<file path="src/rtl/truth_table_scanner_pkg.sv">
// Shared definitions for the truth-table scanner: FSM encodings and table geometry.
package truth_table_scanner_pkg;

  localparam int NUM_VECTORS = 16;
  localparam int IDX_W       = 4;

  typedef enum logic [1:0] {
    ST_IDLE   = 2'd0,
    ST_DRIVE  = 2'd1,
    ST_SAMPLE = 2'd2,
    ST_DONE   = 2'd3
  } state_t;

endpackage

</file>
<file path="src/rtl/truth_table_scanner_settle_timer.sv">
// Hold-time counter: loaded when a vector is applied, expires on its last DRIVE cycle.
module truth_table_scanner_settle_timer #(
  parameter int unsigned SETTLE_CYCLES = 2
) (
  input  logic clk,
  input  logic rst,
  input  logic load,
  input  logic en,
  output logic expired
);

  logic [3:0] cnt;

  always_ff @(posedge clk or posedge rst) begin
    if (rst)                  cnt <= '0;
    else if (load)            cnt <= 4'(SETTLE_CYCLES - 1);
    else if (en && cnt != '0) cnt <= cnt - 4'd1;
  end

  // Loaded with N-1 so the DRIVE state lasts exactly N cycles.
  assign expired = en && (cnt == '0);

endmodule

</file>
<file path="src/rtl/truth_table_scanner.sv">
// Sweeps all 16 {a,b,c,d} vectors through a logic stage, captures s into tt, compares to expected.
// Optional MISMATCH_LOG_EN adds first_fail / fail_count outputs.
module truth_table_scanner
  import truth_table_scanner_pkg::*;
#(
  parameter int unsigned SETTLE_CYCLES = 2
) (
  input  logic                   clk,
  input  logic                   rst,
  input  logic                   start,
  input  logic [NUM_VECTORS-1:0] expected,
  input  logic                   s_in,
  output logic [IDX_W-1:0]       drive,
  output logic                   busy,
  output logic                   done,
  output logic                   pass,
`ifdef MISMATCH_LOG_EN
  output logic [IDX_W-1:0]       first_fail,
  output logic [4:0]             fail_count,
`endif
  output logic [NUM_VECTORS-1:0] tt
);

  localparam logic [IDX_W-1:0] LAST_IDX = IDX_W'(NUM_VECTORS - 1);

  state_t                   state;
  logic [IDX_W-1:0]         idx;
  logic [NUM_VECTORS-1:0]   exp_reg;
  logic [NUM_VECTORS-1:0]   tt_next;
  logic                     accept;
  logic                     tmr_load;
  logic                     tmr_exp;

  assign accept   = start && (state == ST_IDLE || state == ST_DONE);
  assign tmr_load = accept || (state == ST_SAMPLE && idx != LAST_IDX);

  always_comb begin
    tt_next      = tt;
    tt_next[idx] = s_in;
  end

  truth_table_scanner_settle_timer #(.SETTLE_CYCLES(SETTLE_CYCLES)) u_timer (
    .clk     (clk),
    .rst     (rst),
    .load    (tmr_load),
    .en      (state == ST_DRIVE),
    .expired (tmr_exp)
  );

  always_ff @(posedge clk or posedge rst) begin
    if (rst) begin
      state   <= ST_IDLE;
      idx     <= '0;
      exp_reg <= '0;
      drive   <= '0;
      busy    <= 1'b0;
      done    <= 1'b0;
      pass    <= 1'b0;
      tt      <= '0;
    end else begin
      case (state)
        ST_IDLE, ST_DONE: begin
          if (accept) begin
            exp_reg <= expected;
            tt      <= '0;
            idx     <= '0;
            drive   <= '0;
            busy    <= 1'b1;
            done    <= 1'b0;
            pass    <= 1'b0;
            state   <= ST_DRIVE;
          end
        end
        ST_DRIVE: begin
          if (tmr_exp) state <= ST_SAMPLE;
        end
        ST_SAMPLE: begin
          tt <= tt_next;
          if (idx == LAST_IDX) begin
            // Verdict uses the table including the bit captured this cycle.
            busy  <= 1'b0;
            done  <= 1'b1;
            pass  <= (tt_next == exp_reg);
            state <= ST_DONE;
          end else begin
            idx   <= idx + IDX_W'(1);
            drive <= idx + IDX_W'(1);
            state <= ST_DRIVE;
          end
        end
        default: state <= ST_IDLE;
      endcase
    end
  end

`ifdef MISMATCH_LOG_EN
  always_ff @(posedge clk or posedge rst) begin
    if (rst) begin
      first_fail <= '0;
      fail_count <= '0;
    end else if (accept) begin
      first_fail <= '0;
      fail_count <= '0;
    end else if (state == ST_SAMPLE && s_in != exp_reg[idx]) begin
      // idx ascends, so the first recorded mismatch is the lowest one.
      if (fail_count == '0) first_fail <= idx;
      fail_count <= fail_count + 5'd1;
    end
  end
`endif

endmodule

</file>
<file path="config.mk">
export PLATFORM = sky130hd
export DESIGN_NAME = truth_table_scanner
export DESIGN_NICKNAME = d
export VERILOG_FILES = /design/src/rtl/truth_table_scanner_pkg.sv /design/src/rtl/truth_table_scanner_settle_timer.sv /design/src/rtl/truth_table_scanner.sv
export SDC_FILE = /design/constraint.sdc
export NUM_CORES = 1
export LEC_CHECK = 0
export ABC_AREA = 1
export CAP_MARGIN = 10
export CORE_MARGIN = 2
export CORE_UTILIZATION = 40
export DETAILED_ROUTE_END_ITERATION = 7
export GPL_TIMING_DRIVEN = 0
export REMOVE_ABC_BUFFERS = 1
export SKIP_CTS_REPAIR_TIMING = 1
export SLEW_MARGIN = 20
export SYNTH_ARGS = -nofsm -noshare
export SYNTH_HDL_FRONTEND = slang
export SYNTH_SLANG_ARGS = --single-unit
</file>
<file path="constraint.sdc">
create_clock -name clk -period 4.4 [get_ports clk]
set_clock_uncertainty 0.15 [all_clocks]
set_input_delay 0.44 -clock clk [delete_from_list [all_inputs] [get_ports clk]]
set_output_delay 0.44 -clock clk [all_outputs]
set_load 0.02 [all_outputs]
</file>
==> out/qor.yml <==
pwr:
  leakagePower_nw: 1.56
  switchingPower_w: 0.000775
  clock_power_share_pct: 15.3
  p_seq_share_pct: 36.8
  ir_drop_v: 0.000410
  swShare_pct: 45.1
  p_int_w: 0.000944
  power_density_nw_per_um2: 527
  combPwrFrac_pct: 47.9
critical_path:
  cp-end-kind: "output port"
  critical_path_class: "reg2out"
  r2r_cells: 8
  reg2reg_from: "state[0]"
  reg2reg_to: "idx[2]"
  path_buf_inv: 1
  rrSetupSlack_ns: 2.18
  critPathTopFamily: "flip-flops"
  crit_path_start_kind: "flip-flop"
  worstPathRequired_ns: 3.81
  critical_path.max_fanout: 17
  cpPeakStageDelay_ns: 0.91
  path_cells: "clkdlybuf4s50_1"
  cpMaxStageDelayCell: "dfrtp_1"
  arrival_ns: 1.97
final_layout:
  antenna_cells: 0
  drive_above_1_share_pct: 7.63
  finalInstanceArea_um2: 3260
  syn_to_final_growth_pct: 20.3
  num-fill-cells: 660
  fin_nets: 423
cts:
  cts_tree: "done"
  cts_max_path_buffers: 2
  cts-root-buf: "clkbuf_8"
  htreeDepth: 2
  cts_inserted_buffers: 5
  clkSlewWorstSetupHoldPaths_ns: 0.09
  cts.sinks: 45
  worstSkewPairLatency_ns: 0.31
floorplan:
  die_w_um: 86.4
  start_util_pct: 40.6
  die_area_um2: 7460
  core-area_um2: 6680
  fp-row-count: 30
  io_pins: 43
  dieHeight_um: 86.4
sta:
  max_freq_mhz: 391
  finalCritPeriodShare_pct: 58.1
  setup_tns_ns: 0
  hold_viol: 0
  setup_viol: 0
  maxSlewHeadroom_pct: 36.4
  finalMaxSlewViolations: 0
  tightest_slew_ns: 0.953
  period_minus_slack_ns: 2.56
  rsz0062_at_grt: "false"
yosys:
  ys_warn_count: 0
  synthCells: 355
  yosysMostFrequentCell: "nand2_1"
  async_reset_ff_share_pct: 100
  synth_top_area_cell: "dfrtp_1"
  synth_edf_count: 0
  ys_seq_area_share_pct: 41.5
  ys_types: 31
  synth_seq_cells: 45
  yosys.area.top_type_share_pct: 41.5
  synth_flop_cell: "dfrtp_1"
  syn_area_per_cell_um2: 7.64
  netlist_top_cells_count: "nand2_1, inv_1, dfrtp_1"
  synth_area_um2: 2710
  synth_area_leaders: "dfrtp_1, nand2_1, nand3_1"
detailed_routing:
  route.detailed.drc: 0
  wire_per_inst_um: 13.6
  drtIter0Drc: 76
  first_pass_iters: 4
  vias_per_cell: 5.10
  wirelength_um: 6450
  via_count: 2412
  ant_nets: 0
global_routing:
  grt_pass1_wl_um: 10800
  grt_usage_pct: 18.7
  grt_overflow: 0
  grt_pass1_vias: 2385
  antenna_found_initial: 0
  grt_max_degree: 33
min_path:
  hold_path.class: "in2async"
run:
  maxCapViolCount: 0
outcome:
  run_status: "finished clean"
placement:
  dp_hpwl_um: 4550
  place_area_um2: 3180
  gp_congestion: 0.759
  io_buffers: 42
## area by class of cell
type	instances	area [µm²]	share of cell area [%]
sequential	45	1130	34.5
clock inverter	3	17.5	0.537
clock buffer	5	68.8	2.11
timing repair buffer	44	455	14.0
tap	80	100	3.07
multi-input combinational	240	1280	39.2
inverter	56	218	6.67
## layer usage
| metal | vias to the layer above | part of all wire, % | wire length, µm | global-route usage, % |
|---|---|---|---|---|
| li1 | 1243 | - | - | - |
| met1 | 1122 | 48 | 3120 | 24.9 |
| met2 | 40 | 48 | 3070 | 31.0 |
| met3 | 7 | 2.7 | 175 | 3.05 |
| met4 | 0 | 1.4 | 89 | 6.11 |
| met5 | - | 0 | 0 | 0 |
## placed cells by master, fill, tap and decap left out, types with 2 or more instances in the layout
cell / instances
o211ai_1: 6
o31ai_1: 2
inv_1: 48
nand3_1: 38
o21ai_2: 2
o21ai_0: 21
nand2_1: 101
inv_4: 3
nand3_2: 4
inv_2: 5
o21ai_1: 4
clkinv_2: 2
a21oi_1: 4
ha_1: 11
clkdlybuf4s50_1: 42
nor2_1: 12
clkbuf_8: 5
nand4_1: 8
dfrtp_1: 45
nor2_8: 2
o22ai_1: 17
## logic make-up (layout without fill, tap and decap cells)
family                     Yosys count  after routing  share of synthesized area, %
and+or+nand+nor                    170            170                          29.0
buffers and inverters               70            108                          11.5
AOI/OAI and AO/OA                   58             58                          12.6
DFF                                 45             45                          41.5
adders and majority gates           11             11                          5.07
xor gates and xnor gates             1              1                         0.323
## worst max-delay path by stage
stage | cells past startpoint | start | endpoint
after CTS | 1 | idx[2] | drive[2]
after detailed placement | 10 | s_in | pass
after floorplan | 7 | state[0] | idx[2]
after global routing | 1 | idx[2] | drive[2]
final | 1 | idx[3] | drive[3]
after global placement | 7 | state[0] | idx[2]
## metrics by stage
step / instances / hold WS [ns] / setup slack, ns / util, % / total power (W)
after floorplan: 341 / 0.313 / 2.14 / - / 0.00118
after global placement: 463 / 0.318 / 1.25 / 47.0 / 0.00143
after detailed placement: 465 / 0.326 / 1.82 / 47.6 / 0.00147
after CTS: 473 / 0.315 / 1.85 / 48.9 / 0.00174
after global routing: 473 / 0.371 / 1.79 / 48.9 / 0.00188
final: 473 / 0.307 / 1.84 / 48.9 / 0.00172
## power groups by stage
stage | clock [W] | combinational (W) | sequential (W)
after floorplan | 0 | 0.000536 | 0.000648
after global placement | 0 | 0.000788 | 0.000638
after detailed placement | 0 | 0.000832 | 0.000637
after CTS | 0.000272 | 0.000836 | 0.000633
after global routing | 0.000285 | 0.000947 | 0.000650
final | 0.000263 | 0.000823 | 0.000632
(Power assumes the default switching activity.)
==> RTL edit (same flow settings) <==
Change the package constant `NUM_VECTORS` from 16 to 24.
--- a/src/rtl/truth_table_scanner_pkg.sv
+++ b/src/rtl/truth_table_scanner_pkg.sv
@@ -1,7 +1,7 @@
 // Shared definitions for the truth-table scanner: FSM encodings and table geometry.
 package truth_table_scanner_pkg;
 
-  localparam int NUM_VECTORS = 16;
+  localparam int NUM_VECTORS = 24;
   localparam int IDX_W       = 4;
 
   typedef enum logic [1:0] {
Interface: changed (resized expected and tt); port bits go from 43 to 59. No check against the original RTL was run, so the function may have changed too.
==> RTL edit against the unedited design <==
Cell area up 13%; worst setup slack better by 140 ps; synthesized area up 12%; clock power up 33%; power up 16%; highest routed layer unchanged; count of clock-buffer cells in the layout up 1; wire length up 9.7%; sequential cell count up 8; via count up 13%; fmax up 5.8%; die area up 11%; largest power group unchanged; critical path type unchanged; hold slack better by 34 ps.
==> RTL edit: results (changes against the unedited design) <==
- GR Util All Layers: 0.1778 (-0.008763)
- DIE AREA: 8308 sq um (+11%)
- Port-buffer cells: 50 (+19%)
- Result of the run: finished, final reports clean
- Met1 global-route usage: 0.2376 (-0.01122)
- Synth cell count leaders: nand2_1 (128), inv_1 (56), dfrtp_1 (53)
- Post-synthesis instance total: 405 (+14%)
- Sequential area share after synthesis: 0.4366 (+0.02144)
- DR vias/cell: 4.974 (-2.4%)
- Met2 layer usage reported by global route: 0.2895 (-0.02028)
- Combinational-cell power consumption: 888 uW (+7.9%)
- Routed met2 length: 3274 um (+6.8%)
- Storage element area: 1326 sq um (+18%)
- Worst flop-to-flop path endpoint: u_timer.cnt[1]
- Number of synthesized register bits: 53 (+18%)
- Clk power: 351 uW (+33%)
- Worst endpoint data arrival time: 1820 ps (-150 ps)
- Final worst hold slack: 341.1 ps (+34.01 ps)
- R2r setup slk: 2060 ps (-120 ps)
- Number of nets at the end of the flow: 488 (+15%)
- Number of multi-input combinational cells: 279 (+16%)
- Library cells used by synthesis: 28 (-9.7%)
- Fill cell instance count of the final layout: 756 (+15%)
- Switching portion of total power: 0.4226 (-0.02821)
- HPWL after detailed placement: 4998 um (+9.8%)
- Clock network area share: 0.03269 (+0.006240)
- CP max stage delay: 790 ps (-120 ps)
- Number of clock buffers in the layout: 6 (+1)
- Vias in the first global route: 2,626 (+10%)
- Worst reg2reg path depth: 7 (-1)
- Met1 wire length: 3273 um (+5.1%)
- Post-place instance area: 3555 sq um (+12%)
- Share of final layout cell area taken by non-clock buffers: 0.1362 (-0.003324)
- Met3 global-route usage: 0.03237 (+0.001889)
- Cell count after placement: 540 (+16%)
- Count of buffers not belonging to the clock network in the layout: 50 (+14%)
- Wirelength, routed: 7071 um (+9.7%)
- Routability congestion estimate: 0.8120 (+7.0%)
- Headroom to the max-slew limit: 0.3919 (+0.02829)
RTL edit: cell types whose count changed after synthesis, sizes merged, moves of 2 or more:
cell	before	now
nand2	103	128
dfrtp	45	53
nor2	16	21
buf	12	16
nand3	42	38
nand3b	1	5
clkbuf	2	5
o211ai	6	3
a21oi	4	6
inv	56	58
RTL edit: how the worst max path moves through the flow:
stage,from,to,slack [ps],cells after the start
final,idx[3],drive[3],1990,1
after global placement,start,u_timer.cnt[1],1150,6
after global routing,state[0],u_timer.cnt[1],1850,7
after CTS,state[0],u_timer.cnt[3],1180,7
after floorplan,state[0],u_timer.cnt[1],2050,7
after detailed placement,start,u_timer.cnt[3],1110,6
RTL edit: logic make-up after synthesis:
group                    after synthesis  synth area share
adder cells (fa/ha/maj)               12           0.04942
other                                  1          0.001234
AO/OA/AOI/OAI                         58            0.1100
AND/OR/NAND/NOR                      200            0.2821
buffers and inverters                 80            0.1178
XOR/XNOR                               1          0.002884
flip-flops                            53            0.4366
